===== src/rtl/ibex_zkn_aes_seq_pkg.sv =====
// Shared definitions for the sequential Zkn AES32 unit: state encoding, GF(2^8) helpers and the
// S-box affine maps.
package ibex_zkn_aes_seq_pkg;

  typedef logic [2:0] zkn_aes_seq_state_e;

  localparam zkn_aes_seq_state_e StIdle = 3'd0;
  localparam zkn_aes_seq_state_e StSbox = 3'd1;
  localparam zkn_aes_seq_state_e StMix  = 3'd2;
  localparam zkn_aes_seq_state_e StRot  = 3'd3;
  localparam zkn_aes_seq_state_e StDone = 3'd4;

  // Low byte of the AES field polynomial 0x11B.
  localparam logic [7:0] AES_POLY = 8'h1B;

  function automatic logic [7:0] gf_xtime(input logic [7:0] a);
    return {a[6:0], 1'b0} ^ (a[7] ? AES_POLY : 8'h00);
  endfunction

  function automatic logic [7:0] gf_mul_const(input logic [7:0] a, input logic [7:0] c);
    logic [7:0] p;
    logic [7:0] r;
    p = a;
    r = 8'h00;
    for (int i = 0; i < 8; i++) begin
      if (c[i]) r = r ^ p;
      p = gf_xtime(p);
    end
    return r;
  endfunction

  // Multiplicative inverse as a^254 (maps 0 to 0).
  function automatic logic [7:0] gf_inv(input logic [7:0] a);
    logic [7:0] p;
    logic [7:0] r;
    p = a;
    r = 8'h01;
    for (int i = 1; i < 8; i++) begin
      p = gf_mul_const(p, p);
      r = gf_mul_const(r, p);
    end
    return r;
  endfunction

  function automatic logic [7:0] rol8(input logic [7:0] b, input logic [2:0] n);
    return (b << n) | (b >> (4'd8 - {1'b0, n}));
  endfunction

  function automatic logic [7:0] aes_affine_fwd(input logic [7:0] b);
    return b ^ rol8(b, 3'd1) ^ rol8(b, 3'd2) ^ rol8(b, 3'd3) ^ rol8(b, 3'd4) ^ 8'h63;
  endfunction

  function automatic logic [7:0] aes_affine_inv(input logic [7:0] b);
    return rol8(b, 3'd1) ^ rol8(b, 3'd3) ^ rol8(b, 3'd6) ^ 8'h05;
  endfunction

  function automatic logic [7:0] aes_mix_coef(input logic enc, input logic [1:0] k);
    logic [7:0] c;
    c = 8'h00;
    unique case (k)
      2'd0: c = enc ? 8'h02 : 8'h0E;
      2'd1: c = enc ? 8'h01 : 8'h09;
      2'd2: c = enc ? 8'h01 : 8'h0D;
      2'd3: c = enc ? 8'h03 : 8'h0B;
      default: c = 8'h00;
    endcase
    return c;
  endfunction

  function automatic logic [31:0] rol32(input logic [31:0] w, input logic [4:0] sh);
    return (w << sh) | (w >> (6'd32 - {1'b0, sh}));
  endfunction

endpackage


===== src/rtl/ibex_zkn_sbox.sv =====
// Combinational AES forward/inverse S-box built from the field inverse and affine maps.
module ibex_zkn_sbox
  import ibex_zkn_aes_seq_pkg::*;
#(
  parameter bit SBoxInvShared = 1'b1
) (
  input  logic [7:0] x_i,
  input  logic       inv_i,
  output logic [7:0] s_o
);

  if (SBoxInvShared) begin : g_shared
    // One inverter serves both directions; the affine maps sit on opposite sides of it.
    logic [7:0] inv_in;
    logic [7:0] inv_out;
    assign inv_in  = inv_i ? aes_affine_inv(x_i) : x_i;
    assign inv_out = gf_inv(inv_in);
    assign s_o     = inv_i ? inv_out : aes_affine_fwd(inv_out);
  end else begin : g_split
    logic [7:0] s_fwd;
    logic [7:0] s_inv;
    assign s_fwd = aes_affine_fwd(gf_inv(x_i));
    assign s_inv = gf_inv(aes_affine_inv(x_i));
    assign s_o   = inv_i ? s_inv : s_fwd;
  end

endmodule


===== src/rtl/ibex_zkn_aes_seq.sv =====
// Multi-cycle AES32 ES/ESM/DS/DSM responder; builds the (Inv)MixColumn word one byte per cycle
// with a single shared constant multiplier.
module ibex_zkn_aes_seq
  import ibex_zkn_aes_seq_pkg::*;
#(
  parameter bit SBoxInvShared = 1'b1
) (
  input  logic        clk_i,
  input  logic        rst_i,
  input  logic        en_i,
  input  logic        abort_i,
  input  logic        ready_i,
  input  logic [1:0]  bs_i,
  input  logic        mr_i,
  input  logic        enc_dec_i,
  input  logic [31:0] rs1_i,
  input  logic [31:0] rs2_i,
  output logic        busy_o,
  output logic        valid_o,
  output logic [31:0] result_o
);

  zkn_aes_seq_state_e state_q, state_d;
  logic [31:0] rs1_q, rs1_d;
  logic [7:0]  x_q, x_d;
  logic [1:0]  bs_q, bs_d;
  logic        mr_q, mr_d;
  logic        enc_q, enc_d;
  logic [7:0]  s_q, s_d;
  logic [1:0]  k_q, k_d;
  logic [31:0] acc_q, acc_d;
  logic [31:0] result_q, result_d;
  logic [7:0]  sbox_out;

  ibex_zkn_sbox #(
    .SBoxInvShared(SBoxInvShared)
  ) u_sbox (
    .x_i  (x_q),
    .inv_i(~enc_q),
    .s_o  (sbox_out)
  );

  always_comb begin
    state_d  = state_q;
    rs1_d    = rs1_q;
    x_d      = x_q;
    bs_d     = bs_q;
    mr_d     = mr_q;
    enc_d    = enc_q;
    s_d      = s_q;
    k_d      = k_q;
    acc_d    = acc_q;
    result_d = result_q;

    unique case (state_q)
      StIdle: begin
        if (en_i && !abort_i) begin
          rs1_d   = rs1_i;
          x_d     = rs2_i[{bs_i, 3'b000} +: 8];
          bs_d    = bs_i;
          mr_d    = mr_i;
          enc_d   = enc_dec_i;
          state_d = StSbox;
        end
      end
      StSbox: begin
        s_d = sbox_out;
        if (mr_q) begin
          acc_d   = 32'h0;
          k_d     = 2'd0;
          state_d = StMix;
        end else begin
          acc_d   = {24'h0, sbox_out};
          state_d = StRot;
        end
      end
      StMix: begin
        acc_d[{k_q, 3'b000} +: 8] = gf_mul_const(s_q, aes_mix_coef(enc_q, k_q));
        k_d = k_q + 2'd1;
        if (k_q == 2'd3) state_d = StRot;
      end
      StRot: begin
        result_d = rs1_q ^ rol32(acc_q, {bs_q, 3'b000});
        state_d  = StDone;
      end
      StDone: begin
        if (ready_i) state_d = StIdle;
      end
      default: state_d = StIdle;
    endcase

    // A kill leaves the last delivered result in place.
    if (abort_i && (state_q != StIdle)) begin
      state_d  = StIdle;
      result_d = result_q;
    end
  end

  always_ff @(posedge clk_i) begin
    if (rst_i) begin
      state_q  <= StIdle;
      rs1_q    <= 32'h0;
      x_q      <= 8'h0;
      bs_q     <= 2'd0;
      mr_q     <= 1'b0;
      enc_q    <= 1'b0;
      s_q      <= 8'h0;
      k_q      <= 2'd0;
      acc_q    <= 32'h0;
      result_q <= 32'h0;
    end else begin
      state_q  <= state_d;
      rs1_q    <= rs1_d;
      x_q      <= x_d;
      bs_q     <= bs_d;
      mr_q     <= mr_d;
      enc_q    <= enc_d;
      s_q      <= s_d;
      k_q      <= k_d;
      acc_q    <= acc_d;
      result_q <= result_d;
    end
  end

  assign busy_o   = (state_q != StIdle);
  assign valid_o  = (state_q == StDone);
  assign result_o = result_q;

endmodule


===== config.mk =====
export PLATFORM = sky130hd
export DESIGN_NAME = ibex_zkn_aes_seq
export DESIGN_NICKNAME = d
export VERILOG_FILES = /design/src/rtl/ibex_zkn_aes_seq_pkg.sv /design/src/rtl/ibex_zkn_sbox.sv /design/src/rtl/ibex_zkn_aes_seq.sv
export SDC_FILE = /design/constraint.sdc
export NUM_CORES = 1
export LEC_CHECK = 0
export CORE_MARGIN = 2
export CORE_UTILIZATION = 65
export DETAILED_ROUTE_END_ITERATION = 8
export GPL_ROUTABILITY_DRIVEN = 0
export PLACE_DENSITY = 0.89
export SYNTH_ARGS = -nofsm -noshare
export SYNTH_HDL_FRONTEND = slang
export SYNTH_SLANG_ARGS = --single-unit

===== constraint.sdc =====
create_clock -name clk_i -period 26.8 [get_ports clk_i]
set_clock_uncertainty 0.05 [all_clocks]
set_input_delay 2.68 -clock clk_i [delete_from_list [all_inputs] [get_ports clk_i]]
set_output_delay 2.68 -clock clk_i [all_outputs]
set_load 0.01 [all_outputs]

# --- Yosys cells after proc, flatten, opt, wreduce, memory -nomap -nowiden ---
# Index checks and enable logic that the tools add are counted.
totals:
  romBits: 0
  regBits: 121
  n_memories: 0
  word_cells: 506
  latch_bits: 0
  input_bits: 73
  output_inout_bits: 34
  ram_bits: 0
op_classes:
  eq_ne: 11
  shift: 5
  addsub: 3
  muxes: 244
  reduce_logical: 12
  n_bitwise: 221
  multipliers: 0
  div: 0
  order_cmp: 0
op_table:
  columns: ["op", "n"]
  rows:
  - ["bitwise XOR 8 bit", 195]
  - ["two-way mux 8 bit", 125]
  - ["two-way mux 5 bit", 99]
  - ["case mux 32 bit (2 select lines)", 1]
  - ["bitwise XOR 8 x 5 -> 8 bit", 7]
  - ["bitwise mux 32 bit", 1]
  - ["bitwise OR 32 bit", 1]
  - ["case mux 8 bit (4 select lines)", 1]
  - ["variable shift 8 x 7 -> 32 bit, first input constant", 1]
  - ["indexed part select 32 x 6 -> 8 bit", 1]
  - ["indexed part select 8 x 7 -> 32 bit", 1]
  - ["<< shifter 32 x 5 -> 32 bit", 1]
  - [">> shifter 32 x 6 -> 32 bit", 1]
  - ["bitwise XOR 32 bit", 1]
  - ["two-way mux 4 bit", 5]
  - ["bitwise OR 8 x 1 -> 8 bit", 2]
  - ["bitwise OR 8 x 3 -> 8 bit", 2]
  - ["case mux 3 bit (5 select lines)", 1]
  - ["two-way mux 3 bit", 4]
  - ["!= test 2 bit, second input constant", 4]
  - ["bitwise OR 8 x 2 -> 8 bit", 1]
  - ["bitwise OR 8 x 4 -> 8 bit", 1]
  - ["bitwise OR 8 x 6 -> 8 bit", 1]
  - ["two-way mux 7 bit", 1]
  - ["25 further kinds", 38]

# --- Longest topological paths before layout ---
# Gate-level depths: netlist of run 1.
depth:
  word_depth: 141
  mapped_depth: 75
  ltp_nobuf: 59

# --- By module ---
# From an unflattened synthesis of run 1, not the netlist that was laid out.
hier_totals:
  cells_unflattened: 2893
  hier_area_um2: 22791.9
by_module_without_submodules:
  columns: ["module", "seq_area_each_um2", "cells_per_inst", "n_inst", "area_per_inst_um2"]
  rows:
  - ["ibex_zkn_sbox", 0.0, 2125, 1, 16313.1]
  - ["ibex_zkn_aes_seq", 2422.3, 768, 1, 6478.7]

# --- Worst setup path before layout of run 1 ---
# Ideal clock, no wire load.
synth_timing:
  path_kind: "flip-flop to flip-flop"
  start: "register x_q[1]"
  end: "register acc_q[2]"
  setup_slack_ns: 10.813
  period_less_slack_ns: 15.987
  stages_incl_launch_ff: 71
  n_path_buf: 13
  arrival_time_ns: 15.805
  setup_time_ns: 0.132
  required_time_ns: 26.618
  path_cell_list: "dfxtp_1 -> buf_4 -> xnor3_1 -> a21o_2 -> clkinv_4 -> buf_8 -> ha_1 -> buf_2 -> inv_1 -> a211oi_1 -> xnor3_2 -> inv_1 -> buf_4 -> clkbuf_1 -> clkbuf_1 -> ha_1 -> buf_1 -> xor2_1 -> (+35 left out) -> a221oi_1 -> and4bb_2 -> buf_2 -> nand3_1 -> a31oi_1 -> or2_2 -> o311a_1 -> xnor2_1 -> o221a_2 -> o21ai_0 -> xor2_1 -> nor2_1 -> xor3_1 -> xnor3_1 -> xor2_1 -> nor3b_2 -> o21ai_0 -> a21oi_1"
synth_via:
  elab_chain_cells: 135
  elab_cells_between_ends: 401
  cone_classes: "205 x mux; 196 x bitwise"
synth_lines:
  columns: ["element", "line", "text"]
  rows:
  - ["from (decl)", "ibex_zkn_aes_seq.sv:25", "logic [7:0] x_q, x_d;"]
  - ["from (signal assigned)", "ibex_zkn_aes_seq.sv:103", "x_q <= 8'h0;"]
  - ["from (signal assigned)", "ibex_zkn_aes_seq.sv:114", "x_q <= x_d;"]
  - ["bitwise OR 8 x 6 -> 8 bit (tied with other cells)", "ibex_zkn_aes_seq_pkg.sv:46", "return (b << n) | (b >> (4'd8 - {1'b0, n}));"]
  - ["bitwise XOR 8 bit", "ibex_zkn_aes_seq_pkg.sv:54", "return rol8(b, 3'd1) ^ rol8(b, 3'd3) ^ rol8(b, 3'd6) ^ 8'h05;"]
  - ["two-way mux 8 bit *", "ibex_zkn_sbox.sv:16", "assign inv_in = inv_i ? aes_affine_inv(x_i) : x_i;"]
  - ["two-way mux 5 bit (tied with other cells)", "ibex_zkn_aes_seq_pkg.sv:17", "return {a[6:0], 1'b0} ^ (a[7] ? AES_POLY : 8'h00);"]
  - ["bitwise XOR 8 bit (tied with other cells)", "ibex_zkn_aes_seq_pkg.sv:17", null]
  - ["bitwise XOR 8 bit (tied with other cells)", "ibex_zkn_aes_seq_pkg.sv:26", "if (c[i]) r = r ^ p;"]
  - ["two-way mux 8 bit or bitwise XOR 8 bit (tied branches)", "ibex_zkn_aes_seq_pkg.sv:26", null]
  - ["bitwise XOR 8 bit or two-way mux 8 bit (tied branches)", "ibex_zkn_aes_seq_pkg.sv:26", null]
  - ["(+116 left out)", null, null]
  - ["two-way mux 8 bit", "ibex_zkn_aes_seq_pkg.sv:26", null]
  - ["bitwise XOR 8 bit", "ibex_zkn_aes_seq_pkg.sv:26", null]
  - ["two-way mux 8 bit *", "ibex_zkn_aes_seq_pkg.sv:26", null]
  - ["bitwise OR 8 x 1 -> 8 bit", "ibex_zkn_aes_seq_pkg.sv:46", null]
  - ["bitwise XOR 8 bit (4 in a row)", "ibex_zkn_aes_seq_pkg.sv:50", "return b ^ rol8(b, 3'd1) ^ rol8(b, 3'd2) ^ rol8(b, 3'd3) ^ rol8(b, 3'd4) ^ 8'h63;"]
  - ["two-way mux 8 bit *", "ibex_zkn_sbox.sv:18", "assign s_o = inv_i ? inv_out : aes_affine_fwd(inv_out);"]
  - ["two-way mux 8 bit *", "ibex_zkn_aes_seq.sv:68", "if (mr_q) begin"]
  - ["case mux 32 bit (2 select lines) *", "ibex_zkn_aes_seq.sv:55", "unique case (state_q)"]
  - ["to (signal assigned)", "ibex_zkn_aes_seq.sv:109", "acc_q <= 32'h0;"]
  - ["to (signal assigned)", "ibex_zkn_aes_seq.sv:120", "acc_q <= acc_d;"]
  - ["to (decl)", "ibex_zkn_aes_seq.sv:31", "logic [31:0] acc_q, acc_d;"]
# Mark *: on every way between the ends. The rest lies on a longest branch, timed or not.
# A chain may end at the register's enable or synchronous reset.

# --- Worst setup path after layout of run 1 ---
layout_timing:
  start: "register x_q[2]"
  end: "register acc_q[5]"
layout_via:
  elab_chain_cells: 137
  elab_cells_between_ends: 401
  cone_classes: "204 x mux; 197 x bitwise"
layout_lines:
  columns: ["element", "line"]
  rows:
  - ["bitwise OR 8 x 6 -> 8 bit", "ibex_zkn_aes_seq_pkg.sv:46"]
  - ["bitwise XOR 8 bit", "ibex_zkn_aes_seq_pkg.sv:54"]
  - ["NOT 2 bit (no source line)", null]
  - ["two-way mux 8 bit *", "ibex_zkn_sbox.sv:16"]
  - ["two-way mux 8 bit", "ibex_zkn_aes_seq_pkg.sv:26"]
  - ["bitwise XOR 8 bit", "ibex_zkn_aes_seq_pkg.sv:26"]
  - ["two-way mux 8 bit", "ibex_zkn_aes_seq_pkg.sv:26"]
  - ["bitwise XOR 8 bit", "ibex_zkn_aes_seq_pkg.sv:26"]
  - ["(+118 left out)", null]
  - ["bitwise XOR 8 bit", "ibex_zkn_aes_seq_pkg.sv:26"]
  - ["two-way mux 8 bit *", "ibex_zkn_aes_seq_pkg.sv:26"]
  - ["bitwise OR 8 x 1 -> 8 bit", "ibex_zkn_aes_seq_pkg.sv:46"]
  - ["bitwise XOR 8 bit (4 in a row)", "ibex_zkn_aes_seq_pkg.sv:50"]
  - ["NOT 4 bit (no source line)", null]
  - ["two-way mux 8 bit *", "ibex_zkn_sbox.sv:18"]
  - ["two-way mux 8 bit *", "ibex_zkn_aes_seq.sv:68"]
  - ["case mux 32 bit (2 select lines) *", "ibex_zkn_aes_seq.sv:55"]
# Marked as above.

==> results of run 1 <==
## worst max path at each step
stage	start	end	slack, ns	depth (start not counted)
2_1_floorplan	x_q[1]	acc_q[2]	10.81	70
3_3_place_gp	x_q[2]	acc_q[0]	8.19	56
3_5_place_dp	x_q[2]	acc_q[0]	7.10	57
4_1_cts	x_q[2]	acc_q[5]	7.01	57
5_1_grt	enc_q	acc_q[0]	5.30	59
6_report	x_q[2]	acc_q[5]	6.50	57
## cell usage after synthesis, types with 46 or more instances
master    number  share of area [%]
clkbuf_1     103                1.8
mux2i_1       70                3.2
xnor2_1      357                 14
nand3_1       72                1.6
nor2_1       422                7.2
nand2_1      406                7.0
buf_2         46                1.1
a211oi_1      59                2.0
xor2_1       130                5.2
xnor3_1       85                8.7
nor3_1        60                1.4
o21ai_0      117                2.7
dfxtp_1      121                 11
a21oi_1      262                6.0
## sequential cells by signal, indices dropped and copies added, names as in the netlist
register,flops
acc_q,32
s_q,8
state_q,3
result_o,32
rs1_q,32
bs_q,2
mr_q,1
x_q,8
enc_q,1
k_q,2
## logic make-up (layout without fill, tap and decap cells)
kind of cell | after synthesis | in the layout | synth area share, %
simple gates | 1117 | 1117 | 22.01
compound gates | 721 | 721 | 20.99
xor+xnor | 651 | 651 | 35.44
buf+inv | 238 | 220 | 5.271
flops | 121 | 121 | 11.06
mux | 88 | 88 | 4.546
fa+ha+maj | 12 | 12 | 0.6853
## per-stage QoR
| stage | worst slack [ns] | area, um2 |
|---|---|---|
| after detailed placement | 7.105 | 22930 |
| after CTS | 7.011 | 23500 |
| after global routing | 5.305 | 23500 |
| after floorplan | 10.81 | 21910 |
| after global placement | 8.194 | 22930 |
| final | 6.501 | 23500 |
## per-layer routing
metal / track usage (%) / wire (um) / up-vias
met3: 4.660 / 6552 / 304
met4: 14.99 / 2578 / 0
met2: 59.05 / 30030 / 1515
met1: 44.15 / 24240 / 10274
li1: - / - / 10190
met5: 0 / 0 / -
## cell type report
class,count,area share (%)
Sequential cell,121,10.31
Inverter,32,0.5325
Clock inverter,15,0.6017
Timing Repair Buffer,156,6.102
Multi-Input combinational cell,2589,78.26
Tap cell,448,2.385
Clock buffer,17,1.810
## worst max-delay path, delay by kind of cell (launching register included)
kind                       cells  cell delay [ns]
xor gates and xnor gates      25             9.99
adders and majority gates      4             2.13
AOI/OAI and AO/OA             12             2.72
and+or+nand+nor               11             3.10
buffers and inverters          4             1.38
muxes                          1             0.17
DFF                            1             0.62
==> run metrics, run 1 <==
status finished, violations left; failing checks design-rule violations; CTS Buffer Depth 2; CP Capture Type flip-flop; Hold Path Origin enc_q; DPL Wire Length 44.81 mm; CP Data Required Time 27.07 ns; largest net degree at the start of global routing 77; Via Count 22,283; port bufs 106; post-cts resize count 0; final critical-path required period 20.30 ns; initial core utilization 65.67%; Critical Path AT 20.57 ns; Remaining DRCs 12; gr usage total 34.72%; placed cell count 3,346; Initial DRC Count 3,061; nets@finish 3,002; FF-to-FF setup slack 6.50 ns; Slew HR 12.77%; antenna cell count 0; routed length per instance 18.77 um; initial antenna violation count 0; Synth Warn # 0; FILL cells 2,521; number of synthesized flops with an enable pin 0; Worst Hold Class reg -> reg; unique cell type count in the Yosys netlist 104; setup TNS 0 ns; Die W 187.6 um; worst slew pin tran 1.304 ns; WL final 63.41 mm; multi-input logic area 18,390 um2; area grow syn2layout 7.253%; Mapped Nets 3,033; final setup vio count 0; max capacitance violation total 0; commonest non-fill, non-tap cell in the layout nor2_1; Pins Over Slew Limit 0; TritonCTS Buffers 17; Die Height 187.6 um; Crit path top cell by count xnor2_1; Max Fanout on Critical Path 24; fin crit share 75.74%; Worst R2R End acc_q[5]; FF/Latch Area 2422 um2; first-pass GRT wire length 103.6 mm; Avg Cell Area, Syn 7.432 um2; async set or reset register ratio after synthesis 0%; Worst path max stage delay 0.94 ns; Hold Fails Final Rpt 0; root buffer cell clkbuf_16; via/cell ratio 6.597; Hold Crit Depth 2; vias in the first global route 21,355; area of the core 33,360 um2; Startpoint Class flip-flop; sequential area share after synthesis 11.06%; hold buffers post-CTS 0; global route total overflow 0; clock-pin slew of the registers on the worst-case setup and hold paths 0.06 ns; #FFs+latches synth 121; FP Rows 67; I/O pin cnt 107; number of detailed-route iterations in the first pass 9; Max Freq 49.26 MHz; FF-to-FF path depth 57; Mapped Cells 2,948; Setup CP Type reg -> reg; ys flop type dfxtp_1; final core occ 70.43%; Post-Layout Cell Count 3,378; Reg2Reg Launch Point x_q[2]; commonest non-fill, non-tap cells in the layout 422 x nor2_1, 406 x nand2_1, 350 x xnor2_1, 262 x a21oi_1, 130 x xor2_1; RSZ-0062 raised after global routing false; Die ar. 35,190 um2; cell area after synthesis 21,910 um2; # Post-CTS Setup Buffers 0; CTS Sinks 121; H-tree levels 4; CTS tree built; Worst Hold Margin 0.4097 ns; clk_lat worst skew 0.43 ns; post-route ant nets 0; Crit-path slowest cell xnor3_1; share of layout cells above drive strength 1 7.747%; Worst Hold End enc_q
Power of run 1 is not shown: default switching activity piles up to over one toggle a cycle in this logic, so the estimate is an artifact.
==> inputs of run 2 (changes only) <==
CORE_UTILIZATION = 58   (was 65)
PLACE_DENSITY = 0.84   (was 0.89)
clock period = 16.3 ns   (was 26.8 ns; I/O delays follow)
==> run 2 against run 1 <==
Effect of this change: the run ends with max-capacitance violations, max-slew violations left; sequential share of layout area fell by 0.67 points; first-iteration DRC count rose by 9.0%; largest cell class unchanged; count of clock-buffer cells in the layout rose by 5; critical path type unchanged.
==> run metrics, run 2 (same netlist as run 1, synthesis figures left out) <==
max capacitance violation total 1 (+1); Hold Fails Final Rpt 0 (unchanged); commonest non-fill, non-tap cell in the layout nor2_1; Slew HR -5.134% (-18 points); Worst path max stage delay 0.70 ns (-0.24 ns); TritonCTS Buffers 17 (unchanged); share of layout cells above drive strength 1 13.60% (+5.9 points); design area 25,140 um2 (+7.0%); failing checks max-capacitance violations, max-slew violations; Setup CP Type reg -> reg; fin crit share 96.91% (+21 points); Initial DRC Count 3,338 (+9.0%); clk_lat worst skew 0.42 ns (about the same); Worst Hold Margin 0.4134 ns (+0.003701 ns); nets@finish 3,115 (+3.8%); hold buffers post-CTS 0 (unchanged); initial antenna violation count 0 (unchanged); gr usage total 32.34% (-2.4 points); post-route ant nets 0 (unchanged); Worst Hold Class reg -> reg; WL final 67.51 mm (+6.5%); initial core utilization 58.58% (-7.1 points); root buffer cell clkbuf_16; port bufs 106 (unchanged); Max Fanout on Critical Path 14 (-42%); commonest non-fill, non-tap cells in the layout 420 x nor2_1, 405 x nand2_1, 324 x xnor2_1, 261 x a21oi_1, 155 x buf_4; Crit path top cell by count xnor3_1; number of detailed-route iterations in the first pass 7 (-2); Crit-path slowest cell xnor3_4; final setup vio count 0 (unchanged); Critical Path AT 16.00 ns (-4.57 ns); area of the core 37,400 um2 (+12%); FILL cells 2,903 (+15%); CTS tree built; Die ar. 39,350 um2 (+12%); first-pass GRT wire length 105.2 mm (+1.6%); status finished, violations left; CP Data Required Time 16.50 ns (-10.57 ns); global route total overflow 0 (unchanged); Startpoint Class flip-flop; Via Count 22,956 (+3.0%); FF/Latch Area 2424 um2 (about the same); CP delay by family, top XOR/XNOR gates; Max Freq 63.31 MHz (+29%); Pins Over Slew Limit 13 (+13); FP Rows 71 (+6.0%); vias in the first global route 21,171 (-0.86%); antenna cell count 0 (unchanged); via/cell ratio 6.459 (-2.1%); multi-input logic area 19,080 um2 (+3.7%); H-tree levels 4 (unchanged); DPL Wire Length 46.99 mm (+4.9%); CP bufs+invs 4 (unchanged); final critical-path required period 15.80 ns (-4.503 ns); Remaining DRCs 0 (-12); CTS Sinks 121 (unchanged); Placed Instance Area 23,360 um2 (+1.8%); routed length per instance 19.00 um (+1.2%); area grow syn2layout 14.73%; clock-pin slew of the registers on the worst-case setup and hold paths 0.06 ns (about the same); Die Height 198.4 um (+5.7%); Die W 198.4 um (+5.7%); worst slew pin tran 1.566 ns (+0.2622 ns); CTS Buffer Depth 2 (unchanged); I/O pin cnt 107 (unchanged); largest net degree at the start of global routing 110 (+43%); CP Capture Type flip-flop
[run 2: cell count changes in the layout (fill, tap and decap cells not counted), moves of 5 or more]
cell | before | now
xnor2_2 | 41 | 56
xnor2_1 | 350 | 324
buf_4 | 51 | 155
buf_12 | 0 | 5
xor2_2 | 11 | 20
xor2_1 | 130 | 117
xnor2_4 | 8 | 21
xnor3_2 | 14 | 25
xnor3_1 | 85 | 71
[run 2: path summary, 6_finish.rpt]
check	startpoint	end	slack [ns]	cells after the start
hold reg to reg	rs1_q[11]	rs1_q[11]	0.41	2
setup reg to reg	x_q[1]	s_q[4]	0.50	53
hold / removal	rs1_q[11]	rs1_q[11]	0.41	2
setup / recovery	x_q[1]	s_q[4]	0.50	53
[run 2: worst min-delay path, cell delays in order (launching register included)]
cell,delay (ns)
dfxtp_1,0.31
nand2_1,0.05
a21oi_1,0.05
[run 2: cell type report]
type                            instances  share of cell area, %
Multi-Input combinational cell       2592                  75.90
Sequential cell                       121                  9.641
Timing Repair Buffer                  266                  9.253
Tap cell                              511                  2.543
Clock buffer                           22                  1.886
Inverter                               32                 0.4977
Clock inverter                         10                 0.2787
[run 2: metal layers]
metal  global-route usage [%]  share of wire, %  vias to the layer above
li1                         -                 -                    10421
met5                        0                 0                        -
met2                    54.01                47                     1539
met4                    13.14               4.0                        0
met1                    42.03                39                    10713
met3                    4.463               9.6                      283
[run 2: timing repair]
item                                    in CTS  in global routing
setup buffers                                7                 57
cloned                                       0                  3
pin swaps                                    4                 29
endpoints found under the setup margin      16                 16
resized for setup                           16                 92
[run 2: per-stage QoR]
| stage | std cells | util (%) | setup slack [ns] | TNS [ns] |
|---|---|---|---|---|
| finish | 3554 | 67.21 | 0.5039 | 0 |
| global route | 3554 | 67.21 | -0.1991 | -1.368 |
| CTS | 3494 | 64.35 | 0.01524 | 0 |
| detailed placement | 3455 | 62.45 | -0.7200 | -10.01 |
| global placement | 3455 | 62.45 | -0.2324 | -2.254 |
| floorplan | 2948 | - | 0.3129 | 0 |
Power of run 2 is left out for the same reason.
